$ cat src/rtl/vwrite_axi_burst_if.sv
// Bundle of databus-side and AXI4 write-side signals for the databus-to-AXI write bridge.
// The bridge takes the master view; the environment (databus source + AXI slave) takes the slave view.
interface vwrite_axi_burst_if #(
   parameter int AXI_ADDR_W = 32,
   parameter int AXI_DATA_W = 32,
   parameter int LEN_W      = 16
);
   logic                    databus_valid_i;
   logic                    databus_ready_o;
   logic [AXI_ADDR_W-1:0]   databus_addr_i;
   logic [LEN_W-1:0]        databus_len_i;
   logic [AXI_DATA_W-1:0]   databus_wdata_i;
   logic [AXI_DATA_W/8-1:0] databus_wstrb_i;
   logic                    databus_last_o;

   logic                    m_awvalid_o;
   logic                    m_awready_i;
   logic [AXI_ADDR_W-1:0]   m_awaddr_o;
   logic [7:0]              m_awlen_o;
   logic [2:0]              m_awsize_o;
   logic [1:0]              m_awburst_o;

   logic                    m_wvalid_o;
   logic                    m_wready_i;
   logic [AXI_DATA_W-1:0]   m_wdata_o;
   logic [AXI_DATA_W/8-1:0] m_wstrb_o;
   logic                    m_wlast_o;

   logic                    m_bvalid_i;
   logic                    m_bready_o;
   logic [1:0]              m_bresp_i;

   modport master (
      input  databus_valid_i, databus_addr_i, databus_len_i, databus_wdata_i, databus_wstrb_i,
      output databus_ready_o, databus_last_o,
      output m_awvalid_o, m_awaddr_o, m_awlen_o, m_awsize_o, m_awburst_o,
      input  m_awready_i,
      output m_wvalid_o, m_wdata_o, m_wstrb_o, m_wlast_o,
      input  m_wready_i,
      input  m_bvalid_i, m_bresp_i,
      output m_bready_o
   );

   modport slave (
      output databus_valid_i, databus_addr_i, databus_len_i, databus_wdata_i, databus_wstrb_i,
      input  databus_ready_o, databus_last_o,
      input  m_awvalid_o, m_awaddr_o, m_awlen_o, m_awsize_o, m_awburst_o,
      output m_awready_i,
      input  m_wvalid_o, m_wdata_o, m_wstrb_o, m_wlast_o,
      output m_wready_i,
      output m_bvalid_i, m_bresp_i,
      input  m_bready_o
   );
endinterface

$ cat src/rtl/vwrite_axi_burst.sv
// Databus write transfer to AXI4 INCR bursts, split at 256 beats and 4 KB pages.
// Holds off the next transfer until every B response of the current one has returned.
module vwrite_axi_burst #(
   parameter int AXI_ADDR_W = 32,
   parameter int AXI_DATA_W = 32,
   parameter int LEN_W      = 16
) (
   input  logic               clk,
   input  logic               rst,
   vwrite_axi_burst_if.master bus,
   output logic               busy_o,
   output logic               error_o
);
   localparam int BYTES = AXI_DATA_W / 8;
   localparam int OFF_W = $clog2(BYTES);
   localparam int CMP_W = (LEN_W > 13) ? LEN_W : 13;

   typedef enum logic [1:0] {IDLE, ADDR, DATA, RESP} state_t;

   state_t                state_q, state_d;
   logic [AXI_ADDR_W-1:0] cur_addr_q, cur_addr_d;
   logic [LEN_W-1:0]      beats_left_q, beats_left_d;
   logic [LEN_W-1:0]      outstanding_q, outstanding_d;
   logic [8:0]            beat_cnt_q, beat_cnt_d;
   logic [8:0]            burst_q, burst_d;
   logic                  error_q, error_d;

   logic [LEN_W:0]        len_round;
   logic [LEN_W-1:0]      beats_init;
   logic [12:0]           room_bytes;
   logic [CMP_W-1:0]      room_beats, left_beats, min_beats;
   logic [8:0]            burst;
   logic                  beat, burst_end, b_hs;

   // Burst size for the current position: remaining beats, 4 KB page room, 256-beat cap.
   always_comb begin
      len_round  = {1'b0, bus.databus_len_i} + (LEN_W+1)'(BYTES - 1);
      beats_init = LEN_W'(len_round >> OFF_W);
      room_bytes = 13'd4096 - {1'b0, cur_addr_q[11:0]};
      room_beats = CMP_W'(room_bytes >> OFF_W);
      left_beats = CMP_W'(beats_left_q);
      min_beats  = (left_beats < room_beats) ? left_beats : room_beats;
      burst      = (min_beats > CMP_W'(256)) ? 9'd256 : min_beats[8:0];
   end

   assign beat      = (state_q == DATA) & bus.databus_valid_i & bus.m_wready_i;
   assign burst_end = beat & (beat_cnt_q == 9'd1);
   assign b_hs      = bus.m_bvalid_i & ~rst;

   // A burst completing and a response arriving in the same cycle cancel out.
   always_comb begin
      outstanding_d = outstanding_q;
      if (burst_end && !b_hs) begin
         outstanding_d = outstanding_q + LEN_W'(1);
      end else if (!burst_end && b_hs && outstanding_q != '0) begin
         outstanding_d = outstanding_q - LEN_W'(1);
      end
   end

   always_comb begin
      state_d      = state_q;
      cur_addr_d   = cur_addr_q;
      beats_left_d = beats_left_q;
      beat_cnt_d   = beat_cnt_q;
      burst_d      = burst_q;
      error_d      = error_q;
      case (state_q)
         IDLE: begin
            if (bus.databus_valid_i && bus.databus_len_i != '0) begin
               cur_addr_d   = bus.databus_addr_i & ~AXI_ADDR_W'(BYTES - 1);
               beats_left_d = beats_init;
               error_d      = 1'b0;
               state_d      = ADDR;
            end
         end
         ADDR: begin
            if (bus.m_awready_i) begin
               burst_d    = burst;
               beat_cnt_d = burst;
               state_d    = DATA;
            end
         end
         DATA: begin
            if (beat) begin
               beat_cnt_d   = beat_cnt_q - 9'd1;
               beats_left_d = beats_left_q - LEN_W'(1);
               if (burst_end) begin
                  cur_addr_d = cur_addr_q + (AXI_ADDR_W'(burst_q) << OFF_W);
                  state_d    = (beats_left_q > LEN_W'(1)) ? ADDR : RESP;
               end
            end
         end
         RESP: begin
            if (outstanding_d == '0) begin
               state_d = IDLE;
            end
         end
         default: state_d = IDLE;
      endcase
      if (b_hs && bus.m_bresp_i != 2'b00) begin
         error_d = 1'b1;
      end
   end

   always_ff @(posedge clk) begin
      if (rst) begin
         state_q       <= IDLE;
         cur_addr_q    <= '0;
         beats_left_q  <= '0;
         outstanding_q <= '0;
         beat_cnt_q    <= '0;
         burst_q       <= '0;
         error_q       <= 1'b0;
      end else begin
         state_q       <= state_d;
         cur_addr_q    <= cur_addr_d;
         beats_left_q  <= beats_left_d;
         outstanding_q <= outstanding_d;
         beat_cnt_q    <= beat_cnt_d;
         burst_q       <= burst_d;
         error_q       <= error_d;
      end
   end

   assign bus.m_awvalid_o     = (state_q == ADDR);
   assign bus.m_awaddr_o      = cur_addr_q;
   assign bus.m_awlen_o       = (state_q == ADDR) ? 8'(burst - 9'd1) : 8'd0;
   assign bus.m_awsize_o      = 3'(OFF_W);
   assign bus.m_awburst_o     = 2'b01;

   // W channel is a straight pass-through of the databus while a burst is open.
   assign bus.m_wvalid_o      = (state_q == DATA) & bus.databus_valid_i;
   assign bus.databus_ready_o = (state_q == DATA) & bus.m_wready_i;
   assign bus.m_wdata_o       = bus.databus_wdata_i;
   assign bus.m_wstrb_o       = bus.databus_wstrb_i;
   assign bus.m_wlast_o       = (state_q == DATA) & (beat_cnt_q == 9'd1);
   assign bus.databus_last_o  = beat & (beats_left_q == LEN_W'(1));

   assign bus.m_bready_o      = ~rst;
   assign busy_o              = (state_q != IDLE);
   assign error_o             = error_q;
endmodule

$ cat src/flat_wrapper.sv
// flat-port wrapper written by rule: the top's interface ports become plain ports
module vwrite_axi_burst_flat 
#(
   parameter int AXI_ADDR_W = 32,
   parameter int AXI_DATA_W = 32,
   parameter int LEN_W      = 16
)
  (clk, rst, busy_o, error_o, bus_databus_valid_i, bus_databus_addr_i, bus_databus_len_i, bus_databus_wdata_i, bus_databus_wstrb_i, bus_databus_ready_o, bus_databus_last_o, bus_m_awvalid_o, bus_m_awaddr_o, bus_m_awlen_o, bus_m_awsize_o, bus_m_awburst_o, bus_m_awready_i, bus_m_wvalid_o, bus_m_wdata_o, bus_m_wstrb_o, bus_m_wlast_o, bus_m_wready_i, bus_m_bvalid_i, bus_m_bresp_i, bus_m_bready_o);
  vwrite_axi_burst_if #(.AXI_ADDR_W(AXI_ADDR_W), .AXI_DATA_W(AXI_DATA_W), .LEN_W(LEN_W)) bus_i ();
  input  logic clk;
  input  logic rst;
  output logic busy_o;
  output logic error_o;
  input wire logic [$bits(bus_i.databus_valid_i)-1:0] bus_databus_valid_i;
  input wire logic [$bits(bus_i.databus_addr_i)-1:0] bus_databus_addr_i;
  input wire logic [$bits(bus_i.databus_len_i)-1:0] bus_databus_len_i;
  input wire logic [$bits(bus_i.databus_wdata_i)-1:0] bus_databus_wdata_i;
  input wire logic [$bits(bus_i.databus_wstrb_i)-1:0] bus_databus_wstrb_i;
  output wire logic [$bits(bus_i.databus_ready_o)-1:0] bus_databus_ready_o;
  output wire logic [$bits(bus_i.databus_last_o)-1:0] bus_databus_last_o;
  output wire logic [$bits(bus_i.m_awvalid_o)-1:0] bus_m_awvalid_o;
  output wire logic [$bits(bus_i.m_awaddr_o)-1:0] bus_m_awaddr_o;
  output wire logic [$bits(bus_i.m_awlen_o)-1:0] bus_m_awlen_o;
  output wire logic [$bits(bus_i.m_awsize_o)-1:0] bus_m_awsize_o;
  output wire logic [$bits(bus_i.m_awburst_o)-1:0] bus_m_awburst_o;
  input wire logic [$bits(bus_i.m_awready_i)-1:0] bus_m_awready_i;
  output wire logic [$bits(bus_i.m_wvalid_o)-1:0] bus_m_wvalid_o;
  output wire logic [$bits(bus_i.m_wdata_o)-1:0] bus_m_wdata_o;
  output wire logic [$bits(bus_i.m_wstrb_o)-1:0] bus_m_wstrb_o;
  output wire logic [$bits(bus_i.m_wlast_o)-1:0] bus_m_wlast_o;
  input wire logic [$bits(bus_i.m_wready_i)-1:0] bus_m_wready_i;
  input wire logic [$bits(bus_i.m_bvalid_i)-1:0] bus_m_bvalid_i;
  input wire logic [$bits(bus_i.m_bresp_i)-1:0] bus_m_bresp_i;
  output wire logic [$bits(bus_i.m_bready_o)-1:0] bus_m_bready_o;
  assign bus_i.databus_valid_i = bus_databus_valid_i;
  assign bus_i.databus_addr_i = bus_databus_addr_i;
  assign bus_i.databus_len_i = bus_databus_len_i;
  assign bus_i.databus_wdata_i = bus_databus_wdata_i;
  assign bus_i.databus_wstrb_i = bus_databus_wstrb_i;
  assign bus_databus_ready_o = bus_i.databus_ready_o;
  assign bus_databus_last_o = bus_i.databus_last_o;
  assign bus_m_awvalid_o = bus_i.m_awvalid_o;
  assign bus_m_awaddr_o = bus_i.m_awaddr_o;
  assign bus_m_awlen_o = bus_i.m_awlen_o;
  assign bus_m_awsize_o = bus_i.m_awsize_o;
  assign bus_m_awburst_o = bus_i.m_awburst_o;
  assign bus_i.m_awready_i = bus_m_awready_i;
  assign bus_m_wvalid_o = bus_i.m_wvalid_o;
  assign bus_m_wdata_o = bus_i.m_wdata_o;
  assign bus_m_wstrb_o = bus_i.m_wstrb_o;
  assign bus_m_wlast_o = bus_i.m_wlast_o;
  assign bus_i.m_wready_i = bus_m_wready_i;
  assign bus_i.m_bvalid_i = bus_m_bvalid_i;
  assign bus_i.m_bresp_i = bus_m_bresp_i;
  assign bus_m_bready_o = bus_i.m_bready_o;
  vwrite_axi_burst #(.AXI_ADDR_W(AXI_ADDR_W), .AXI_DATA_W(AXI_DATA_W), .LEN_W(LEN_W)) u_core (.clk(clk), .rst(rst), .bus(bus_i), .busy_o(busy_o), .error_o(error_o));
endmodule
$ cat config.mk
export PLATFORM = sky130hd
export DESIGN_NAME = vwrite_axi_burst_flat
export DESIGN_NICKNAME = d
export VERILOG_FILES = /design/src/rtl/vwrite_axi_burst_if.sv /design/src/rtl/vwrite_axi_burst.sv /design/src/flat_wrapper.sv
export SDC_FILE = /design/constraint.sdc
export NUM_CORES = 1
export LEC_CHECK = 0
export ABC_AREA = 1
export BUFFER_PORTS_ARGS = -buffer_cell sky130_fd_sc_hd__buf_2
export CAP_MARGIN = 0
export CORE_AREA = 2 2 130 132
export CTS_BUF_LIST = sky130_fd_sc_hd__clkbuf_2
export DETAILED_ROUTE_END_ITERATION = 8
export DIE_AREA = 0 0 132 134
export HOLD_SLACK_MARGIN = 0.12
export PLACE_DENSITY = 0.68
export SLEW_MARGIN = 10
export SYNTH_ARGS = -nofsm -noshare
export SYNTH_HDL_FRONTEND = slang
export SYNTH_SLANG_ARGS = --single-unit
$ cat constraint.sdc
create_clock -name clk -period 8.7 [get_ports clk]
set_input_delay 1.305 -clock clk [delete_from_list [all_inputs] [get_ports clk]]
set_output_delay 1.305 -clock clk [all_outputs]
set_load 0.005 [all_outputs]
-- Word-level counts from Yosys, hierarchy flattened
Index checks and enable logic that the tools add are counted.
W data, S select, Z words.
- output and inout port bits: 89
- flip-flop bits (word level): 85
- $lt $le $gt $ge: 3
- mux-type cells: 25
- add/subtract/negate cells: 8
- equality and inequality tests: 10
- bitwise operators: 8
- reductions and logical operators: 23
- operators by type and width (operator ; count):
    $mux W32 ; 3
    $mux W16 ; 5
    $pmux W32 S2 ; 1
    $add A32 B11 Y32 ; 1
    $pmux W16 S2 ; 1
    $reduce_bool A16 Y1 ; 2
    $sub A16 B1 Y16 const B ; 2
    $mux W9 ; 3
    $pmux W9 S2 ; 1
    $add A16 B2 Y17 const B ; 1
    $add A16 B1 Y16 const B ; 1
    $eq A16 B1 Y1 const B ; 1
    $gt A16 B1 Y1 const B ; 1
    $gt A16 B9 Y1 const B ; 1
    $logic_not A16 Y1 ; 1
    $lt A16 B11 Y1 ; 1
    $sub A13 B12 Y13 const A ; 1
    $mux W2 ; 6
    $reduce_bool A2 Y1 ; 6
    $ne A2 B1 Y1 const B ; 5
    $eq A9 B1 Y1 const B ; 1
    $sub A9 B1 Y9 const B ; 1
    $mux W8 ; 1
    $pmux W2 S4 ; 1
    13 further kinds ; 29

-- Depth between registers and ports, before layout
- word-level depth: 12
- depth in mapped cells: 28

-- Least setup slack after synthesis
OpenSTA, ideal clock, no wires.
- path kind: reg-to-output
- start point: reg u_core.cur_addr_q[3], in the netlist u_core.bus.m_awaddr_o[3]
- end point: out bus_m_awlen_o[4]
- required time: 7395 ps
- arrival time: 3371 ps
- path slack: 4024 ps
- buffers on the path: 1
- stages on the path, launching flop included: 27
- path through: dfxtp_1 inv_1 ha_1 nand2_1 nor2_1 nand3_1 nor3_2 nand3_1 ha_1 nand2_1 nor3_1 nand2_2 nand2_2 buf_6 nand3_1 nand2_1 inv_1 nor2_1 nand3_4 a21boi_1 inv_1 ha_1 inv_1 nor2_1 nand2_1 nand2_1 nor2_1
- longest elaborated chain between the ends: 7
- RTL lines (item ; RTL line ; text):
    from (decl) ; vwrite_axi_burst.sv:21 ; logic [AXI_ADDR_W-1:0] cur_addr_q, cur_addr_d;
    from (signal assigned) ; vwrite_axi_burst.sv:116 ; cur_addr_q <= cur_addr_d;
    $sub A13 B12 Y13 (*) ; vwrite_axi_burst.sv:39 ; room_bytes = 13'd4096 - {1'b0, cur_addr_q[11:0]};
    $lt A16 B11 Y1 ; vwrite_axi_burst.sv:42 ; min_beats = (left_beats < room_beats) ? left_beats : room_beats;
    $mux W16 (*) ; vwrite_axi_burst.sv:42 ;
    $gt A16 B9 Y1 ; vwrite_axi_burst.sv:43 ; burst = (min_beats > CMP_W'(256)) ? 9'd256 : min_beats[8:0];
    $mux W9 (*) ; vwrite_axi_burst.sv:43 ;
    $sub A8 B1 Y8 (*) ; vwrite_axi_burst.sv:127 ; assign bus.m_awlen_o = (state_q == ADDR) ? 8'(burst - 9'd1) : 8'd0;
    $mux W8 (*) ; vwrite_axi_burst.sv:127 ;
    to (decl) ; flat_wrapper.sv:23 ; output wire logic [$bits(bus_i.m_awlen_o)-1:0] bus_m_awlen_o;
Mark *: on every way between the ends. The rest lies on a longest branch, timed or not.

-- Final worst setup path
- start point: reg u_core.cur_addr_q[3], in the netlist u_core.bus.m_awaddr_o[3]
- end point: out bus_m_awlen_o[2]
Same word-level chain as after synthesis.

==> run summary <==
Row cnt - 47
Initial DRC Count - 657
Starting density of the core - 0.440
HP Class - reg2reg
Power density over the cells - 392 nW/um2
Critical path type - reg2out
TritonCTS clock tree - done
Clk buf depth - 2
DP Cell Count - 1412
Num Clock Sinks - 83
Drt first pass iters - 5
Syn Area/Cell - 6.16 um2
Nets - 1324
DIE WIDTH - 132 um
Worst path required time - 7390 ps
Gr ovfl total - 0
Final instance area - 7640 um2
Crit Path Max Fanout - 13
Setup violations, final - 0
Layout fillers - 1755
Non-filler cells, final - 1428
Cells after Synth - 1163
CTS Buf Count - 9
Vias in the first global route - 6633
DR WL/cell - 13.8 um
H-tree depth - 3
Core Util, Final - 0.469
Post-synth cell types - 52
F_max - 0.166 GHz
Worst setup margin - 2660 ps
Peak supply drop - 151 uV
Clk Tree Root Cell - clkbuf_2
Setup_tns - 0 ps
Status - completed
Most frequent cells in the layout - 266 x nand2_1, 132 x nor2_1, 123 x inv_1, 99 x buf_2, 93 x a21oi_1
Post-route DRC - 0
Largest net degree at the start of global routing - 54
Area Growth Syn to Fin - 6.57%
Gpl congestion - 0.910
Post-layout minimum cycle time - 6040 ps
Lkg Pwr - 3.57 nW
Chip Height - 134 um
Initial antenna violation count - 0
Detailed Place HPWL - 14700 um
Worst slew margin - 0.195
Multi-input logic area - 4550 um2
Commonest non-fill, non-tap cell in the layout - nand2_1
Area after DPL - 7500 um2
Via Count - 7461
Latest clock arrival within the worst-skew pair - 600 ps
Share of cells above drive strength 1 - 0.134
Setup bufs post-CTS - 0
Clk_skew - 47.9 ps
Crit path DAT - 4740 ps
Global-route wire length before repair - 32100 um
# hold bufs at CTS - 0
Vias per cell - 5.22
FF+latch count, synth - 83
RSZ-0062 raised after global routing - no
IO Count - 181
Worst Setup Start Kind - flop
Core Box Area - 16300 um2
Port-buffer cells - 99
# Max-Cap Violations - 0
Post-CTS Resized - 0
FF/Latch Area - 1660 um2
Actual slew at the worst max-slew pin - 1210 ps
GR Util All Layers - 0.221
Antenna cells - 0
Clock slew seen by the registers of the worst setup and hold paths - 230 ps
Mapped cell area - 7170 um2
Synth warn - 0
Post-route clock period utilization - 0.694
Wirelength, routed - 19700 um
Crit path capture type - output port
Final Hold Viols - 0
Post-Place Setup Slack - 3350 ps
Die area - 17700 um2
Sequential share of the synthesized area - 0.232
Final ANT Viol Nets - 0
Slew Viols, Final - 0
## synth_stat cells (all sizes together)
master   instances  area [um2]
o21a             1        7.51
o22ai            5        31.3
nor2           140         548
nor4b            1        8.76
nand3b           7        52.6
nand2          279        1090
fa               1        20.0
a31oi           10        62.6
xnor2            6        52.6
dfxtp           83        1660
ha              28         350
inv            130         488
o2111ai          1        8.76
o32ai            1        8.76
o21bai           1        7.51
o31ai            2        15.0
nor3            19         111
buf             52         383
a21boi           1        7.51
o221ai           2        17.5
nand3           79         418
clkinv           2        7.51
a221oi           6        52.6
xor2            41         359
a21oi           93         465
o211ai          11        82.6
nor4            10        77.6
a21o             1        7.51
or2              8        52.6
clkbuf          27         101
nand4           16         100
a211oi           2        15.0
o21ai           95         487
conb             2        7.51
## area by class of cell
type,count,share of cell area
sequential,83,0.218
multi-input combinational,874,0.595
inverter,132,0.0649
clock inverter,5,0.0102
tap,220,0.0360
timing repair buffer,103,0.0688
clock buffer,11,0.00721
## through the flow
step | total power, mW | hold WS, ps
global placement | 2.72 | 454
floorplan | 2.26 | 445
global route | 3.35 | 514
finish | 3.00 | 486
CTS | 2.99 | 488
detailed placement | 2.73 | 465
## state kept, by name, summed over array words and instances, names as in the netlist
signal,count
u_core.beat_cnt_q,9
u_core.beats_left_q,16
u_core.burst_q,9
u_core.bus.m_awaddr_o,30
u_core.error_o,1
u_core.outstanding_q,16
u_core.state_q,2
## kinds of logic (layout without fill, tap and decap cells)
kind of cell | Yosys count | count (layout) | synth area share
AOI/OAI and AO/OA | 232 | 232 | 0.178
xor gates and xnor gates | 47 | 47 | 0.0574
adders and majority gates | 29 | 29 | 0.0517
buffers and inverters | 211 | 251 | 0.137
DFF | 83 | 83 | 0.232
other | 2 | 7 | 0.00105
and+or+nand+nor | 559 | 559 | 0.343
## worst paths after layout
kind | from | end | slack (ps) | cells after the start
max reg2reg | u_core.state_q[1] | u_core.bus.m_awaddr_o[3] | 4360 | 12
min reg2reg | u_core.error_o | u_core.error_o | 490 | 2
min | u_core.error_o | u_core.error_o | 490 | 2
max | u_core.bus.m_awaddr_o[3] | bus_m_awlen_o[2] | 2660 | 21
## worst max-delay path: stages (launching register included)
cell and delay (ps):
dfxtp_1 390, inv_1 150, ha_1 200, nand2_1 60, nor2_1 140, nand3_1 150, nor3_2 180, nand3_1 140
ha_1 290, nand2_1 90, nor2_1 70, nor4_4 360, nand2_2 270, o21ai_0 220, nand2_1 210, a21boi_1 310
inv_1 100, ha_1 260, inv_1 90, nand3_1 70, a21oi_1 240, buf_2 160
## layer usage
metal  GRT usage  routed length [um]  vias up
met5           0                   0        -
li1            -                   -     3870
met2       0.346                8560      206
met3      0.0495                1230       16
met1       0.313                9670     3369
met4      0.0471                 261        0
## power by group
group          internal (mW)  total [mW]  leakage [nW]  switching [mW]
Clock                 0.0966       0.242        0.0836           0.146
Combinational          0.708        2.02          2.80            1.31
Sequential             0.522       0.734         0.682           0.212
No activity file was read; power rests on OpenSTA's default activity.
